--- config.mk ---
export PLATFORM = sky130hd
export DESIGN_NAME = alu_execute_unit_flat
export DESIGN_NICKNAME = d
export VERILOG_FILES = /design/src/rtl/alu_execute_unit_if.sv /design/src/rtl/alu_execute_unit.sv /design/src/flat_wrapper.sv
export SDC_FILE = /design/constraint.sdc
export NUM_CORES = 1
export LEC_CHECK = 0
export ABC_CLOCK_PERIOD_IN_PS = 8800
export BUFFER_PORTS_ARGS = -buffer_cell sky130_fd_sc_hd__buf_2
export CAP_MARGIN = 20
export CORE_MARGIN = 3
export CORE_UTILIZATION = 50
export DETAILED_ROUTE_END_ITERATION = 12
export HOLD_SLACK_MARGIN = 0.15
export PLACE_DENSITY = 0.68
export SLEW_MARGIN = 10
export SYNTH_ARGS = -nofsm -noshare
export SYNTH_HDL_FRONTEND = slang
export SYNTH_SLANG_ARGS = --single-unit
--- constraint.sdc ---
create_clock -name clk -period 8.8 [get_ports clk]
set_input_delay 0.44 -clock clk [delete_from_list [all_inputs] [get_ports clk]]
set_output_delay 0.44 -clock clk [all_outputs]
set_load 0.05 [all_outputs]
--- src/rtl/alu_execute_unit_if.sv ---
// Operand/result bundle between the register-file read side and the ALU execute stage.
// Latency: none; this is wiring only.
// Backpressure: none; start is honoured only when the execute stage is idle, otherwise it is dropped.
interface alu_execute_unit_if #(
    parameter int WIDTH = 8,
    parameter int SEL_W = 4
) ();
    logic             start;
    logic [2:0]       op;
    logic [WIDTH-1:0] A;
    logic [WIDTH-1:0] B;
    logic [SEL_W-1:0] dest_sel;
    logic             busy;
    logic             done;
    logic             wr_en;
    logic [WIDTH-1:0] result;
    logic [SEL_W-1:0] result_sel;
    logic             carry;
    logic             zero;

    // Request side: issues operations and consumes write-back results.
    modport master (
        output start, op, A, B, dest_sel,
        input  busy, done, wr_en, result, result_sel, carry, zero
    );

    // Execute side.
    modport slave (
        input  start, op, A, B, dest_sel,
        output busy, done, wr_en, result, result_sel, carry, zero
    );
endinterface

--- src/rtl/alu_execute_unit.sv ---
// ALU execute stage: 8 ops on captured operands, write-back strobe to the register file.
// Latency: done follows the accept edge by 1 cycle (ADD/SUB/logic/PASS), WIDTH cycles (MUL) or max(shamt,1) cycles (SHL).
// Backpressure: one op in flight; start arriving while busy is dropped, not queued.
module alu_execute_unit #(
    parameter int WIDTH = 8,
    parameter int SEL_W = 4
) (
    input  logic clk,
    input  logic rst_n,
    alu_execute_unit_if.slave bus
);

    // Counter must cover both the MUL iteration count and the 3-bit shift amount.
    localparam int CNT_W = ($clog2(WIDTH) > 3) ? $clog2(WIDTH) : 3;

    localparam logic [2:0] OP_ADD  = 3'b000;
    localparam logic [2:0] OP_SUB  = 3'b001;
    localparam logic [2:0] OP_AND  = 3'b010;
    localparam logic [2:0] OP_OR   = 3'b011;
    localparam logic [2:0] OP_XOR  = 3'b100;
    localparam logic [2:0] OP_SHL  = 3'b101;
    localparam logic [2:0] OP_MUL  = 3'b110;
    localparam logic [2:0] OP_PASS = 3'b111;

    typedef enum logic [1:0] {
        IDLE = 2'd0,
        EXEC = 2'd1,
        DONE = 2'd2
    } state_t;

    state_t state;
    state_t state_next;

    // Operands captured at accept; later changes on the inputs are ignored.
    logic [2:0]         op_q;
    logic [WIDTH-1:0]   a_q;
    logic [WIDTH-1:0]   b_q;
    logic [SEL_W-1:0]   sel_q;
    logic [CNT_W-1:0]   cnt;

    // Iterative datapath: mcand shifts left (MUL multiplicand / SHL shifter),
    // mplier shifts right exposing one multiplier bit per cycle.
    logic [2*WIDTH-1:0] mcand_q;
    logic [WIDTH-1:0]   mplier_q;
    logic [2*WIDTH-1:0] prod_q;

    // Write-back registers, held until the next completion.
    logic [WIDTH-1:0]   result_q;
    logic [SEL_W-1:0]   result_sel_q;
    logic               carry_q;
    logic               zero_q;

    logic [2:0]         shamt;
    logic [WIDTH:0]     sum_ext;
    logic [WIDTH:0]     diff_ext;
    logic [2*WIDTH-1:0] prod_next;
    logic               exec_last;
    logic [WIDTH-1:0]   res_next;
    logic               carry_next;

    assign shamt     = b_q[2:0];
    assign sum_ext   = {1'b0, a_q} + {1'b0, b_q};
    assign diff_ext  = {1'b0, a_q} - {1'b0, b_q};
    assign prod_next = prod_q + (mplier_q[0] ? mcand_q : '0);

    // Decide whether the current EXEC cycle is the final iteration for this op.
    always_comb begin
        exec_last = 1'b1;
        case (op_q)
            OP_MUL:  exec_last = (cnt == CNT_W'(WIDTH - 1));
            OP_SHL:  exec_last = (shamt == 3'd0) || (cnt == (CNT_W'(shamt) - CNT_W'(1)));
            default: exec_last = 1'b1;
        endcase
    end

    // Result and carry as they will be registered on the final EXEC edge.
    always_comb begin
        res_next   = '0;
        carry_next = 1'b0;
        case (op_q)
            OP_ADD: begin
                res_next   = sum_ext[WIDTH-1:0];
                carry_next = sum_ext[WIDTH];
            end
            OP_SUB: begin
                res_next   = diff_ext[WIDTH-1:0];
                carry_next = diff_ext[WIDTH];
            end
            OP_AND:  res_next = a_q & b_q;
            OP_OR:   res_next = a_q | b_q;
            OP_XOR:  res_next = a_q ^ b_q;
            OP_SHL: begin
                if (shamt == 3'd0) begin
                    res_next = a_q;
                end else begin
                    // mcand already holds A shifted by cnt; this cycle does the last shift.
                    res_next   = {mcand_q[WIDTH-2:0], 1'b0};
                    carry_next = mcand_q[WIDTH-1];
                end
            end
            OP_MUL: begin
                res_next   = prod_next[WIDTH-1:0];
                carry_next = |prod_next[2*WIDTH-1:WIDTH];
            end
            OP_PASS: res_next = a_q;
            default: res_next = a_q;
        endcase
    end

    // FSM state register.
    always_ff @(posedge clk or negedge rst_n) begin
        if (!rst_n) begin
            state <= IDLE;
        end else begin
            state <= state_next;
        end
    end

    // FSM next-state: accept only in IDLE, leave DONE after exactly one cycle.
    always_comb begin
        state_next = state;
        case (state)
            IDLE:    if (bus.start) state_next = EXEC;
            EXEC:    if (exec_last) state_next = DONE;
            DONE:    state_next = IDLE;
            default: state_next = IDLE;
        endcase
    end

    // Operand capture, per-cycle iteration and write-back register update.
    always_ff @(posedge clk or negedge rst_n) begin
        if (!rst_n) begin
            op_q         <= '0;
            a_q          <= '0;
            b_q          <= '0;
            sel_q        <= '0;
            cnt          <= '0;
            mcand_q      <= '0;
            mplier_q     <= '0;
            prod_q       <= '0;
            result_q     <= '0;
            result_sel_q <= '0;
            carry_q      <= 1'b0;
            zero_q       <= 1'b0;
        end else begin
            case (state)
                IDLE: begin
                    if (bus.start) begin
                        op_q     <= bus.op;
                        a_q      <= bus.A;
                        b_q      <= bus.B;
                        sel_q    <= bus.dest_sel;
                        cnt      <= '0;
                        mcand_q  <= {{WIDTH{1'b0}}, bus.A};
                        mplier_q <= bus.B;
                        prod_q   <= '0;
                    end
                end
                EXEC: begin
                    cnt      <= cnt + CNT_W'(1);
                    mcand_q  <= mcand_q << 1;
                    mplier_q <= mplier_q >> 1;
                    prod_q   <= prod_next;
                    if (exec_last) begin
                        result_q     <= res_next;
                        carry_q      <= carry_next;
                        zero_q       <= (res_next == '0);
                        result_sel_q <= sel_q;
                    end
                end
                default: begin
                end
            endcase
        end
    end

    assign bus.busy       = (state != IDLE);
    assign bus.done       = (state == DONE);
    assign bus.wr_en      = (state == DONE);
    assign bus.result     = result_q;
    assign bus.result_sel = result_sel_q;
    assign bus.carry      = carry_q;
    assign bus.zero       = zero_q;

endmodule
--- src/flat_wrapper.sv ---
// flat-port wrapper written by rule: the top's interface ports become plain ports
module alu_execute_unit_flat 
#(
    parameter int WIDTH = 8,
    parameter int SEL_W = 4
)
  (clk, rst_n, bus_start, bus_op, bus_A, bus_B, bus_dest_sel, bus_busy, bus_done, bus_wr_en, bus_result, bus_result_sel, bus_carry, bus_zero);
  alu_execute_unit_if #(.WIDTH(WIDTH), .SEL_W(SEL_W)) bus_i ();
  input  logic clk;
  input  logic rst_n;
  input wire logic [$bits(bus_i.start)-1:0] bus_start;
  input wire logic [$bits(bus_i.op)-1:0] bus_op;
  input wire logic [$bits(bus_i.A)-1:0] bus_A;
  input wire logic [$bits(bus_i.B)-1:0] bus_B;
  input wire logic [$bits(bus_i.dest_sel)-1:0] bus_dest_sel;
  output wire logic [$bits(bus_i.busy)-1:0] bus_busy;
  output wire logic [$bits(bus_i.done)-1:0] bus_done;
  output wire logic [$bits(bus_i.wr_en)-1:0] bus_wr_en;
  output wire logic [$bits(bus_i.result)-1:0] bus_result;
  output wire logic [$bits(bus_i.result_sel)-1:0] bus_result_sel;
  output wire logic [$bits(bus_i.carry)-1:0] bus_carry;
  output wire logic [$bits(bus_i.zero)-1:0] bus_zero;
  assign bus_i.start = bus_start;
  assign bus_i.op = bus_op;
  assign bus_i.A = bus_A;
  assign bus_i.B = bus_B;
  assign bus_i.dest_sel = bus_dest_sel;
  assign bus_busy = bus_i.busy;
  assign bus_done = bus_i.done;
  assign bus_wr_en = bus_i.wr_en;
  assign bus_result = bus_i.result;
  assign bus_result_sel = bus_i.result_sel;
  assign bus_carry = bus_i.carry;
  assign bus_zero = bus_i.zero;
  alu_execute_unit #(.WIDTH(WIDTH), .SEL_W(SEL_W)) u_core (.clk(clk), .rst_n(rst_n), .bus(bus_i));
endmodule
==> qor.yml <==
cts_max_level: 3
crit_type: "flop to flop"
clock_latency_ps: 370
fmax_mhz: 302
cp_slowest_cell: "dfrtp_1"
ys_seq_elements: 82
synth.distinct_cells: 64
wl_per_cell_um: 18.3
chipWidth_um: 111
yosysTopAreaCellShare_pct: 37.3
crit_buf_inv: 0
track_usage_pct: 25.0
syn2layout_area_growth_pct: 10.3
slew_headroom_pct: 43.5
start_kind: "flop"
cap_violations: 0
core_area_um2: 10500
setup_violations: 0
drc: 0
place_ws_ps: 5530
final_util_pct: 57.7
syn_area_per_cell_um2: 8.55
irDropWorstVdd_v: 0.000231
grt_max_degree: 83
p_leak_nw: 2.85
syn_inst: 643
status: "completed"
cpLargestDelayFamily: "compound AO/OA/AOI/OAI gates"
yosys-top-cells-count: "124 x nand2_1, 82 x dfrtp_1, 59 x o21ai_0"
grt_pass1_wl_mm: 24.9
antenna_left: 0
cts_tree: "built"
routabilityCongestion: 0.956
clkSinkCount: 82
synth-edff-count: 0
synthArstFlopShare_pct: 100
period_needed_ps: 3320
nFillCells: 976
dp_hpwl_mm: 10.8
diodes: 0
antenna_found_initial: 0
vias: 4906
yosys-top-cells-area: "dfrtp_1 37%, ha_1 9.8%, nand2_1 8.5%"
arrival_ps: 3570
yosysMostFrequentCell: "nand2_1"
cts_buffer_depth: 2
slew_viol_final: 0
synth.cell_area_um2: 5500
initial_core_util_pct: 52.3
routed_wl_mm: 14.9
grt_overflow: 0
rsz0062_at_grt: "no"
setup_tns_ps: 0
cts_buffers: 9
pin_count: 43
max_stage_delay_ps: 560
io_buffers: 42
rows: 37
synthFlopType: "dfrtp_1"
drtIter0Drc: 405
drive_above_1_share_pct: 12.9
clockRootBuffer: "clkbuf_8"
synth_largest_area_cell: "dfrtp_1"
cp-end-kind: "flop"
critPathRequiredTime_ps: 9050
clock_skew_ps: 7.30
ys_warn_count: 0
tightest_slew_ps: 847
path_clk_slew_ps: 90
layout_setup_ws_ps: 5480
dieHeight_um: 111
power.density_nw_per_um2: 410
drt-pass1-iter-count: 7
hold_viol: 0
cp_cell_sequence: "and2_1 > ha_1 > fa_1 > a211oi_1 > o21ai_0 > a2111oi_0 > o21bai_1 > xnor2_1 > nor4bb_1 > a31oi_1"
via_per_inst: 6.00
crit_fanout: 17
die-area_um2: 12300
fin_nets: 749
post-route-period-util_pct: 37.7
seq_area_frac_synth_pct: 37.3
grt_pass1_vias: 4753
synth_fp_nets: 715
min_path_type: "input pin to flop"
[cell type report]
class	instances	area (µm²)	area share, %
multi-input cells	500	3210	53.0
inverters	32	120	1.98
flip-flops and latches	82	2050	33.8
clock inverters	6	66.3	1.09
clock buffers	10	128	2.10
well taps	136	170	2.81
repair buffers	52	315	5.20
[report_power, final]
part | switching [mW] | total (mW) | leakage, nW | internal (mW)
clock network | 0.148 | 0.280 | 0.101 | 0.132
registers | 0.146 | 0.682 | 1.05 | 0.536
logic | 0.976 | 1.53 | 1.71 | 0.549
total | 1.27 | 2.49 | 2.85 | 1.22
[layer usage]
layer / track usage, % / routed length (µm) / vias up
li1: - / - / 2352
met1: 36.8 / 7070 / 2319
met2: 36.1 / 6350 / 204
met3: 6.17 / 1190 / 31
met4: 7.64 / 328 / 0
met5: 0 / 0 / -
[per-stage QoR]
stage / cells / hold slack, ps / instance area (µm²) / power (mW)
after floorplan: 643 / 144 / 5500 / 1.78
after global placement: 798 / 445 / 5810 / 2.16
after detailed placement: 799 / 455 / 5820 / 2.18
after CTS: 815 / 274 / 6010 / 2.47
after global routing: 818 / 290 / 6060 / 2.70
final: 818 / 281 / 6060 / 2.49
[sequential cells by signal, summed over array words and instances, names as in the netlist, 2 cells and up]
signal	flops
u_core.sel_q	4
u_core.b_q	8
u_core.a_q	8
u_core.prod_q	16
u_core.state	2
u_core.mcand_q	16
u_core.op_q	3
u_core.bus.result_sel	4
u_core.cnt	3
u_core.bus.result	8
u_core.mplier_q	8
[kinds of logic after synthesis]
| logic type | count (synthesis) | synth area share (%) |
|---|---|---|
| adder cells (fa/ha/maj) | 46 | 10.9 |
| XOR/XNOR | 16 | 2.80 |
| multiplexers | 9 | 1.89 |
| flip-flops | 82 | 37.3 |
| AND/OR/NAND/NOR | 251 | 21.6 |
| buffers and inverters | 61 | 4.39 |
| AO/OA/AOI/OAI | 178 | 21.1 |
[worst register-to-register path, stage by stage (launching register included)]
cell and delay, ps:
dfrtp_1 560, and2_1 230, ha_1 200, fa_1 440
a211oi_1 300, o21ai_0 180, a2111oi_0 480, o21bai_1 130
xnor2_1 190, nor4bb_1 360, a31oi_1 120
[what timing repair did]
item	4_1_cts	5_1_grt
buffers inserted	0	0
endpoints found under the hold margin	0	26
hold buffers	0	1
gates resized for setup	0	0
[final timing paths]
| check | cells after the start | startpoint | to | slack, ps |
|---|---|---|---|---|
| setup / recovery | 10 | u_core.mplier_q[0] | u_core.bus.carry | 5480 |
| hold / removal | 3 | bus_A[0] | u_core.mcand_q[0] | 280 |
| setup reg to reg | 10 | u_core.mplier_q[0] | u_core.bus.carry | 5480 |
| hold reg to reg | 2 | u_core.sel_q[1] | u_core.bus.result_sel[1] | 470 |
| max in group asynchronous | 3 | rst_n | u_core.b_q[4] | 7660 |
| min in group asynchronous | 2 | rst_n | u_core.sel_q[3] | 530 |
[cells in the final DEF (no fill, tap or decap), drive strengths merged, types with 6 or more instances in the layout]
cell	netlist	final
a21oi	26	26
xor2	7	7
ha	43	43
a211oi	11	11
or2	6	6
nor3	11	11
nand2	124	124
o211ai	8	8
dfrtp	82	82
nand2b	10	10
and2	18	18
clkbuf	18	10
a21o	6	6
mux2	8	8
xnor2	8	8
a31oi	6	6
nand3	24	24
o21bai	6	6
a221oi	6	6
o21ai	59	59
o22ai	13	13
buf	11	50
nor2	25	25
nor2b	10	10
inv	32	33
a2111oi	7	7
Note: power is estimated with default switching activity, not from simulation.
